$ cat config.mk
export PLATFORM = sky130hd
export DESIGN_NAME = keyboard_controller
export DESIGN_NICKNAME = d
export VERILOG_FILES = /design/src/rtl/keyboard_controller.sv
export SDC_FILE = /design/constraint.sdc
export NUM_CORES = 1
export LEC_CHECK = 0
export CAP_MARGIN = 5
export CORE_ASPECT_RATIO = 2
export CORE_MARGIN = 4
export CORE_UTILIZATION = 58
export CTS_CLUSTER_DIAMETER = 120
export DETAILED_ROUTE_END_ITERATION = 6
export MAX_ROUTING_LAYER = met4
export PLACE_DENSITY = 0.78
export RECOVER_POWER = 50
export SLEW_MARGIN = 0
export SYNTH_ARGS = -nofsm -noshare
export SYNTH_HDL_FRONTEND = slang
export SYNTH_SLANG_ARGS = --single-unit
$ cat constraint.sdc
create_clock -name clk -period 2.2 [get_ports clk]
set_input_delay 0.44 -clock clk [delete_from_list [all_inputs] [get_ports clk]]
set_output_delay 0.44 -clock clk [all_outputs]
set_load 0.05 [all_outputs]
$ cat src/rtl/keyboard_controller.sv
// keyboard_controller
// -------------------
// PS/2 keyboard receiver. The asynchronous PS/2 clock and data pins are
// brought into the clk domain through equal-length synchronizer chains. The
// block detects falling edges of the synchronized PS/2 clock and deframes
// 11-bit device-to-host frames:
//   start(0), data[0..7] (LSB first), odd parity, stop(1).
// The most recent good byte is held on char.
//
// Ports
//   clk       in   system clock; all logic uses the rising edge
//   rst       in   synchronous active-high reset
//   ps2_clk   in   raw PS/2 clock (asynchronous, idle high)
//   ps2_data  in   raw PS/2 data  (asynchronous, idle high)
//   char      out  last accepted byte (scan code), held until the next one
//   valid     out  one-clk pulse when char is updated
//   err       out  one-clk pulse on a rejected frame (start/parity/stop/timeout)
//
// Parameters
//   SYNC_STAGES     flops per input synchronizer (>= 2)
//   TIMEOUT_CYCLES  clks without a PS/2 falling edge mid-frame before abandon
//
// Optional build macro
//   BREAK_FILTER_EN  when defined, break (F0) and extended (E0) prefixes and
//                    the byte following F0 are consumed internally, so only
//                    make codes reach char/valid.
//
// Latency: char/valid update SYNC_STAGES+2 clks after the raw ps2_clk fall
// that carries the stop bit.

module keyboard_controller #(
  parameter int SYNC_STAGES    = 2,
  parameter int TIMEOUT_CYCLES = 100000
) (
  input  logic       clk,
  input  logic       rst,
  input  logic       ps2_clk,
  input  logic       ps2_data,
  output logic [7:0] char,
  output logic       valid,
  output logic       err
);

  localparam int TO_W = (TIMEOUT_CYCLES > 2) ? $clog2(TIMEOUT_CYCLES) : 1;
  localparam logic [TO_W-1:0] TO_LAST = TO_W'(TIMEOUT_CYCLES - 1);

  localparam logic [1:0] IDLE   = 2'd0;
  localparam logic [1:0] DATA   = 2'd1;
  localparam logic [1:0] PARITY = 2'd2;
  localparam logic [1:0] STOP   = 2'd3;

  logic [SYNC_STAGES-1:0] clk_sync;
  logic [SYNC_STAGES-1:0] data_sync;
  logic                   clk_prev;
  logic                   fall_p0;
  logic                   fall_p1;
  logic                   data_p1;

  logic [1:0]      state;
  logic [2:0]      bit_cnt;
  logic [7:0]      shift;
  logic            par_bit;
  logic [TO_W-1:0] to_cnt;
`ifdef BREAK_FILTER_EN
  logic            brk;
`endif

  // Stage p0: synchronizers, then edge detect on the synchronized clock.
  // Both chains share the same depth so data stays aligned with the edge.
  always_ff @(posedge clk) begin
    if (rst) begin
      clk_sync  <= '1;
      data_sync <= '1;
      clk_prev  <= 1'b1;
    end else begin
      clk_sync  <= {clk_sync[SYNC_STAGES-2:0], ps2_clk};
      data_sync <= {data_sync[SYNC_STAGES-2:0], ps2_data};
      clk_prev  <= clk_sync[SYNC_STAGES-1];
    end
  end

  assign fall_p0 = clk_prev & ~clk_sync[SYNC_STAGES-1];

  // Stage p1: registered edge strobe with the data sample taken alongside it.
  always_ff @(posedge clk) begin
    if (rst) begin
      fall_p1 <= 1'b0;
      data_p1 <= 1'b1;
    end else begin
      fall_p1 <= fall_p0;
      data_p1 <= data_sync[SYNC_STAGES-1];
    end
  end

  // Stage p2: frame FSM, timeout and output registers.
  always_ff @(posedge clk) begin
    if (rst) begin
      state   <= IDLE;
      bit_cnt <= 3'd0;
      shift   <= 8'h00;
      par_bit <= 1'b0;
      to_cnt  <= '0;
      char    <= 8'h00;
      valid   <= 1'b0;
      err     <= 1'b0;
`ifdef BREAK_FILTER_EN
      brk     <= 1'b0;
`endif
    end else begin
      valid <= 1'b0;
      err   <= 1'b0;
      if (state == IDLE) begin
        to_cnt <= '0;
        // A fall with data high is line noise / idle; ignore silently.
        if (fall_p1 && !data_p1) begin
          state   <= DATA;
          bit_cnt <= 3'd0;
          shift   <= 8'h00;
        end
      end else if (fall_p1) begin
        to_cnt <= '0;
        case (state)
          DATA: begin
            shift   <= {data_p1, shift[7:1]};
            bit_cnt <= bit_cnt + 3'd1;
            if (bit_cnt == 3'd7) state <= PARITY;
          end
          PARITY: begin
            par_bit <= data_p1;
            state   <= STOP;
          end
          default: begin
            state <= IDLE;
            // Odd parity over data+parity, and a high stop bit.
            if (data_p1 && (^{shift, par_bit})) begin
`ifdef BREAK_FILTER_EN
              if (shift == 8'hF0) begin
                brk <= 1'b1;
              end else if (shift != 8'hE0) begin
                if (brk) begin
                  // Key-release code: swallow it and re-arm.
                  brk <= 1'b0;
                end else begin
                  char  <= shift;
                  valid <= 1'b1;
                end
              end
`else
              char  <= shift;
              valid <= 1'b1;
`endif
            end else begin
              err <= 1'b1;
            end
          end
        endcase
      end else if (to_cnt == TO_LAST) begin
        // Keyboard stalled mid-frame: drop the partial byte.
        err     <= 1'b1;
        state   <= IDLE;
        bit_cnt <= 3'd0;
        shift   <= 8'h00;
        to_cnt  <= '0;
      end else begin
        to_cnt <= to_cnt + 1'b1;
      end
    end
  end

endmodule

; Yosys cells after proc, flatten, opt, wreduce, memory -nomap -nowiden
; Cells that the tools add are included.
[word_totals]
reg_bits = 48
output_inout_bits = 10
elab_cells = 62
[op_classes]
add_sub_neg = 2
eq_ne = 7
n_mux = 21
bitwise = 5
n_reduce_logical = 14
[op_table]
columns = operator, count
row1 = 8-bit two-way mux, 5
row2 = 17-bit by 1-bit adder with 17-bit output (second input constant), 1
row3 = 17-bit equality test (second input constant), 1
row4 = 3-bit two-way mux, 5
row5 = 2-bit two-way mux, 5
row6 = 3-bit AND reduction, 3
row7 = 9-bit parity, 1
row8 = 1-bit two-way mux, 5
row9 = 5-bit OR reduction, 1
row10 = 4-bit inequality test (second input constant), 1
row11 = 1-bit NOT, 4
row12 = 2-bit one-hot mux with 2 select lines, 1
row13 = 4-bit AND reduction, 1
row14 = 2-bit OR reduction, 2
row15 = 4-bit OR reduction, 1
row16 = 3-bit by 1-bit adder with 3-bit output (second input constant), 1
row17 = 3-bit equality test (second input constant), 1
row18 = 3-bit by 1-bit inequality test with 1-bit output (second input constant), 1
row19 = 3-bit nonzero test, 1
row20 = 2-bit by 1-bit equality test with 1-bit output (second input constant), 1
row21 = 2-bit equality test (second input constant), 1
row22 = 1-bit logical AND, 2
row23 = 2-bit zero test, 1
row24 = 2-bit by 1-bit inequality test with 1-bit output (second input constant), 1
row25 = other kinds (2), 2

; Longest topological paths before layout
[depth]
depth_word = 5
depth_mapped = 6
ltp_nobuf = 6

; Worst setup path after synthesis
; Ideal clock, no wire load.
[synth_path]
path_kind = reg2reg
from = register state[0]
to = register bit_cnt[0]
setup_ns = 0.086
arrival_ns = 1.590
required_ns = 2.114
setup_slack_ns = 0.524
stages_incl_launch_ff = 7
path_buffers = 0
synth_period_minus_slack_ns = 1.676
path_cell_list = dfxtp_1 inv_1 ha_1 nor2b_1 nor2b_1 nor3_4 a211oi_1
[synth_via]
elab_chain_cells = 3
word_cells_on_any_way = 7
classes_between = eq/ne (3) / mux (1) / reduce/logical (3)
[synth_rtl]
columns = item, line_no
row1 = start: declaration, 59  ; logic [1:0] state;
row2 = start signal: assignment, 98  ; state <= IDLE;
row3 = start signal: assignment, 116  ; state <= DATA;
row4 = start signal: assignment, 126  ; if (bit_cnt == 3'd7) state <= PARITY;
row5 = 2-bit by 1-bit equality test with 1-bit output or 2-bit zero test (tied branches), "122, 112"
row6 = 3-bit by 1-bit inequality test with 1-bit output (no source line) (tied with other cells), -
row7 = 3-bit AND reduction (no source line), -
row8 = end signal: assignment, 125  ; bit_cnt <= bit_cnt + 3'd1;
row9 = end: declaration, 60  ; logic [2:0] bit_cnt;
; Several ways; a longest one is shown, not always the timed one.
; A chain may end at the register's enable or synchronous reset.

; Worst setup path in the final report
[layout_path]
from = register to_cnt[0]
to = register shift[7]
[layout_via]
elab_chain_cells = 3
[layout_rtl]
columns = item, line_no
row1 = start: declaration, 63  ; logic [TO_W-1:0] to_cnt;
row2 = start signal: assignment, 165  ; to_cnt <= to_cnt + 1'b1;
row3 = 17-bit equality test, 157  ; end else if (to_cnt == TO_LAST) begin
row4 = 3-bit nonzero test (no source line), -
row5 = 3-bit AND reduction (no source line), -
row6 = end signal: assignment, 124  ; shift <= {data_p1, shift[7:1]};
row7 = end: declaration, 61  ; logic [7:0] shift;
; Every way passes these cells.

==> flow_metrics.py <==
metrics = {
    "timing": {
        "report.final.setup_viol": 0,
        "tns_ns": 0,
        "rsz0062_at_grt": "false",
        "fmax_ghz": 0.508,
        "finalCriticalPeriod_ns": 1.97,
        "drv_slew": 0,
        "skew_ns": 0.00607,
        "worst_slew_pin_slew_ns": 0.721,
        "finalCritPeriodShare_pct": 89.5,
        "slew-limit-headroom_pct": 51.0,
        "hold_viol": 0,
    },
    "floorplanning": {
        "die_area_um2": 4810,
        "die_h_um": 94.1,
        "num_rows": 31,
        "ios": 14,
        "die_w_um": 51.1,
        "start_util_pct": 59.7,
        "design.core.area_um2": 3610,
    },
    "cells_and_area": {
        "final_common_cell": "dfxtp_1",
        "mostFrequentLayoutCells": "dfxtp_1 (48), nor2_1 (19), nand2b_1 (16)",
        "final-instance-count-excl-fill": 283,
        "diodes": 0,
        "synthToLayoutAreaGrowth_pct": 13.4,
        "layout-drive-gt1-share_pct": 9.83,
        "final_util_pct": 67.7,
        "final_nets": 244,
    },
    "yosys": {
        "synth_nets": 226,
        "synthCells": 215,
        "synthMuxAreaShare_pct": 5.23,
        "avgSynthCellArea_um2": 10.0,
        "synth_edf_count": 0,
        "yosys.area_share.simple_pct": 25.6,
        "synth_top_family_by_area": "simple AND/OR/NAND/NOR gates",
        "yosys_warnings": 0,
        "synthArstFlopShare_pct": 0,
        "synth_cell_types": 39,
        "syn_area_um2": 2150,
        "synth_compound_area_share_pct": 8.55,
        "synthXorXnorAreaFrac_pct": 9.71,
        "yosys.area_share.adder_pct": 4.07,
        "ys_seq_area_share_pct": 44.7,
        "synth-seq-cells": 48,
        "synth_flop_cell": "dfxtp_1",
    },
    "run_status": {
        "run_status": "finished clean",
    },
    "critical_path": {
        "crit_type": "flop to flop",
        "rrSetupSlack_ns": 0.23,
        "cp-end-kind": "flop",
        "crit_chain": "ha_1, and4_1, a41oi_4, nor3_2, o32ai_1",
        "cpMaxStageDelayCell": "nor3_2",
        "arrival_ns": 2.13,
        "cp_slowest_stage_delay_ns": 0.53,
        "worstReg2RegStart": "to_cnt[0]$_SDFF_PP0_",
        "required_ns": 2.36,
        "cp_max_fo": 9,
        "crit_path_start_kind": "flop",
        "rr_endpoint": "shift[7]$_SDFFE_PP0P_",
        "reg2reg_depth": 5,
    },
    "place": {
        "place_inst": 275,
        "place_congestion": 0.835,
        "dp_hpwl_mm": 3.03,
        "port_buffers": 13,
    },
    "global_route": {
        "grt_pass1_vias": 1574,
        "track_usage_pct": 20.1,
        "grt_max_degree": 31,
        "antenna_found_initial": 0,
        "grt_pass1_wl_mm": 7.03,
        "gr-total-overflow": 0,
    },
    "flow_run": {
        "cap_violations": 0,
    },
    "clock_tree": {
        "cts_buffer_depth": 2,
        "worstSkewPairLatency_ns": 0.30,
        "cts_setup_buffers": 0,
        "h-tree-depth": 2,
        "cts_sinks": 48,
        "clk_pin_slew_worst_paths_ns": 0.09,
        "numCtsBuffers": 5,
        "hold_buffers": 0,
        "cts-root-buf": "clkbuf_8",
        "tritoncts": "built",
        "post_cts_resized": 0,
    },
    "worst_hold_path": {
        "hold_start": "clk_prev$_SDFF_PP1_",
        "hold_end": "fall_p1$_SDFF_PP0_",
        "worstHoldPathCells": 2,
        "hp-class": "flop to flop",
    },
    "power": {
        "power.density_nw_per_um2": 631,
        "fin_total_pwr_w": 0.00154,
        "vdd_drop_max_mv": 0.640,
        "p_leak_nw": 0.846,
    },
    "drt": {
        "wl_mm": 4.00,
        "vias": 1555,
        "final_antenna_net_count": 0,
        "firstDrtPassIters": 4,
        "drc": 0,
        "wl_per_cell_um": 14.1,
        "first_iter_violations": 17,
        "vias_per_cell": 5.49,
    },
}
## synthesized netlist by cell type, types with 3 or more instances
cell	n	area share [%]
clkbuf_1	3	0.52
o31ai_1	4	1.4
o22ai_1	8	2.3
xor2_1	5	2.0
nand3_1	8	1.9
dfxtp_1	48	45
nor4_1	3	0.87
xnor2_1	11	4.5
inv_1	7	1.2
a21oi_1	7	1.6
nor2b_1	4	1.2
nor2_1	19	3.3
or2_2	6	1.7
nand2b_1	16	4.7
or4_1	3	1.0
nand2_1	11	1.9
mux2i_1	9	4.2
ha_1	7	4.1
nand4_1	6	1.7
nor3_1	5	1.2
## layout make-up
type	count	area [um2]
Inverter	7	26.3
Multi-Input combinational cell	155	1130
Sequential cell	48	961
Timing Repair Buffer	16	149
Clock inverter	3	46.3
Tap cell	49	61.3
Fill cell	310	1170
Clock buffer	5	68.8
## worst max-delay path by stage
stage	start	end	slack, ns	depth (start not counted)
after floorplan	state[0]$_SDFFE_PP0P_	bit_cnt[0]$_SDFFE_PP0P_	0.52	6
after global placement	to_cnt[0]$_SDFF_PP0_	to_cnt[13]$_SDFF_PP0_	0.39	5
after detailed placement	to_cnt[0]$_SDFF_PP0_	to_cnt[13]$_SDFF_PP0_	0.35	5
after CTS	char[7]$_SDFFE_PP0P_	char[7]	0.28	1
after global routing	to_cnt[0]$_SDFF_PP0_	shift[7]$_SDFFE_PP0P_	0.12	5
final	to_cnt[0]$_SDFF_PP0_	shift[7]$_SDFFE_PP0P_	0.23	5
## logic make-up (layout without fill, tap and decap cells)
kind of cell,Yosys count,in the layout
simple gates,93,93
flops,48,48
mux,10,10
compound gates,26,26
xor+xnor,19,19
fa+ha+maj,7,7
buf+inv,12,31
## per-layer routing
layer	global-route usage, %	routed length [um]	vias up
met4	9.66	80	0
met3	3.97	86	5
met5	-	0	-
met1	19.0	1470	740
li1	-	-	795
met2	37.3	2360	15
## worst max-delay path: cells and delay by family, from the launching register on
kind	cells	cell delay (ns)
flops	1	0.38
simple gates	2	0.86
compound gates	2	0.37
fa+ha+maj	1	0.23
## metrics by stage
step           setup slack [ns]  hold WS (ns)  instance area (um2)
2_1_floorplan             0.524         0.389                 2150
3_3_place_gp              0.386         0.395                 2340
3_5_place_dp              0.345         0.403                 2340
4_1_cts                   0.282         0.418                 2460
5_1_grt                   0.118         0.435                 2440
6_report                  0.231         0.412                 2440
## registers in the layout, indices dropped and copies added, names as in the netlist
signal	cells
clk_prev	1
state	2
data_p1	1
par_bit	1
bit_cnt	3
err	1
fall_p1	1
char	8
valid	1
to_cnt	17
clk_sync	2
shift	8
data_sync	2
## where the power goes
part           internal (W)  switching [W]
Combinational     0.0000137      0.0000103
Sequential         0.000873     0.00000313
Clock              0.000342       0.000298
(Power assumes the default switching activity.)
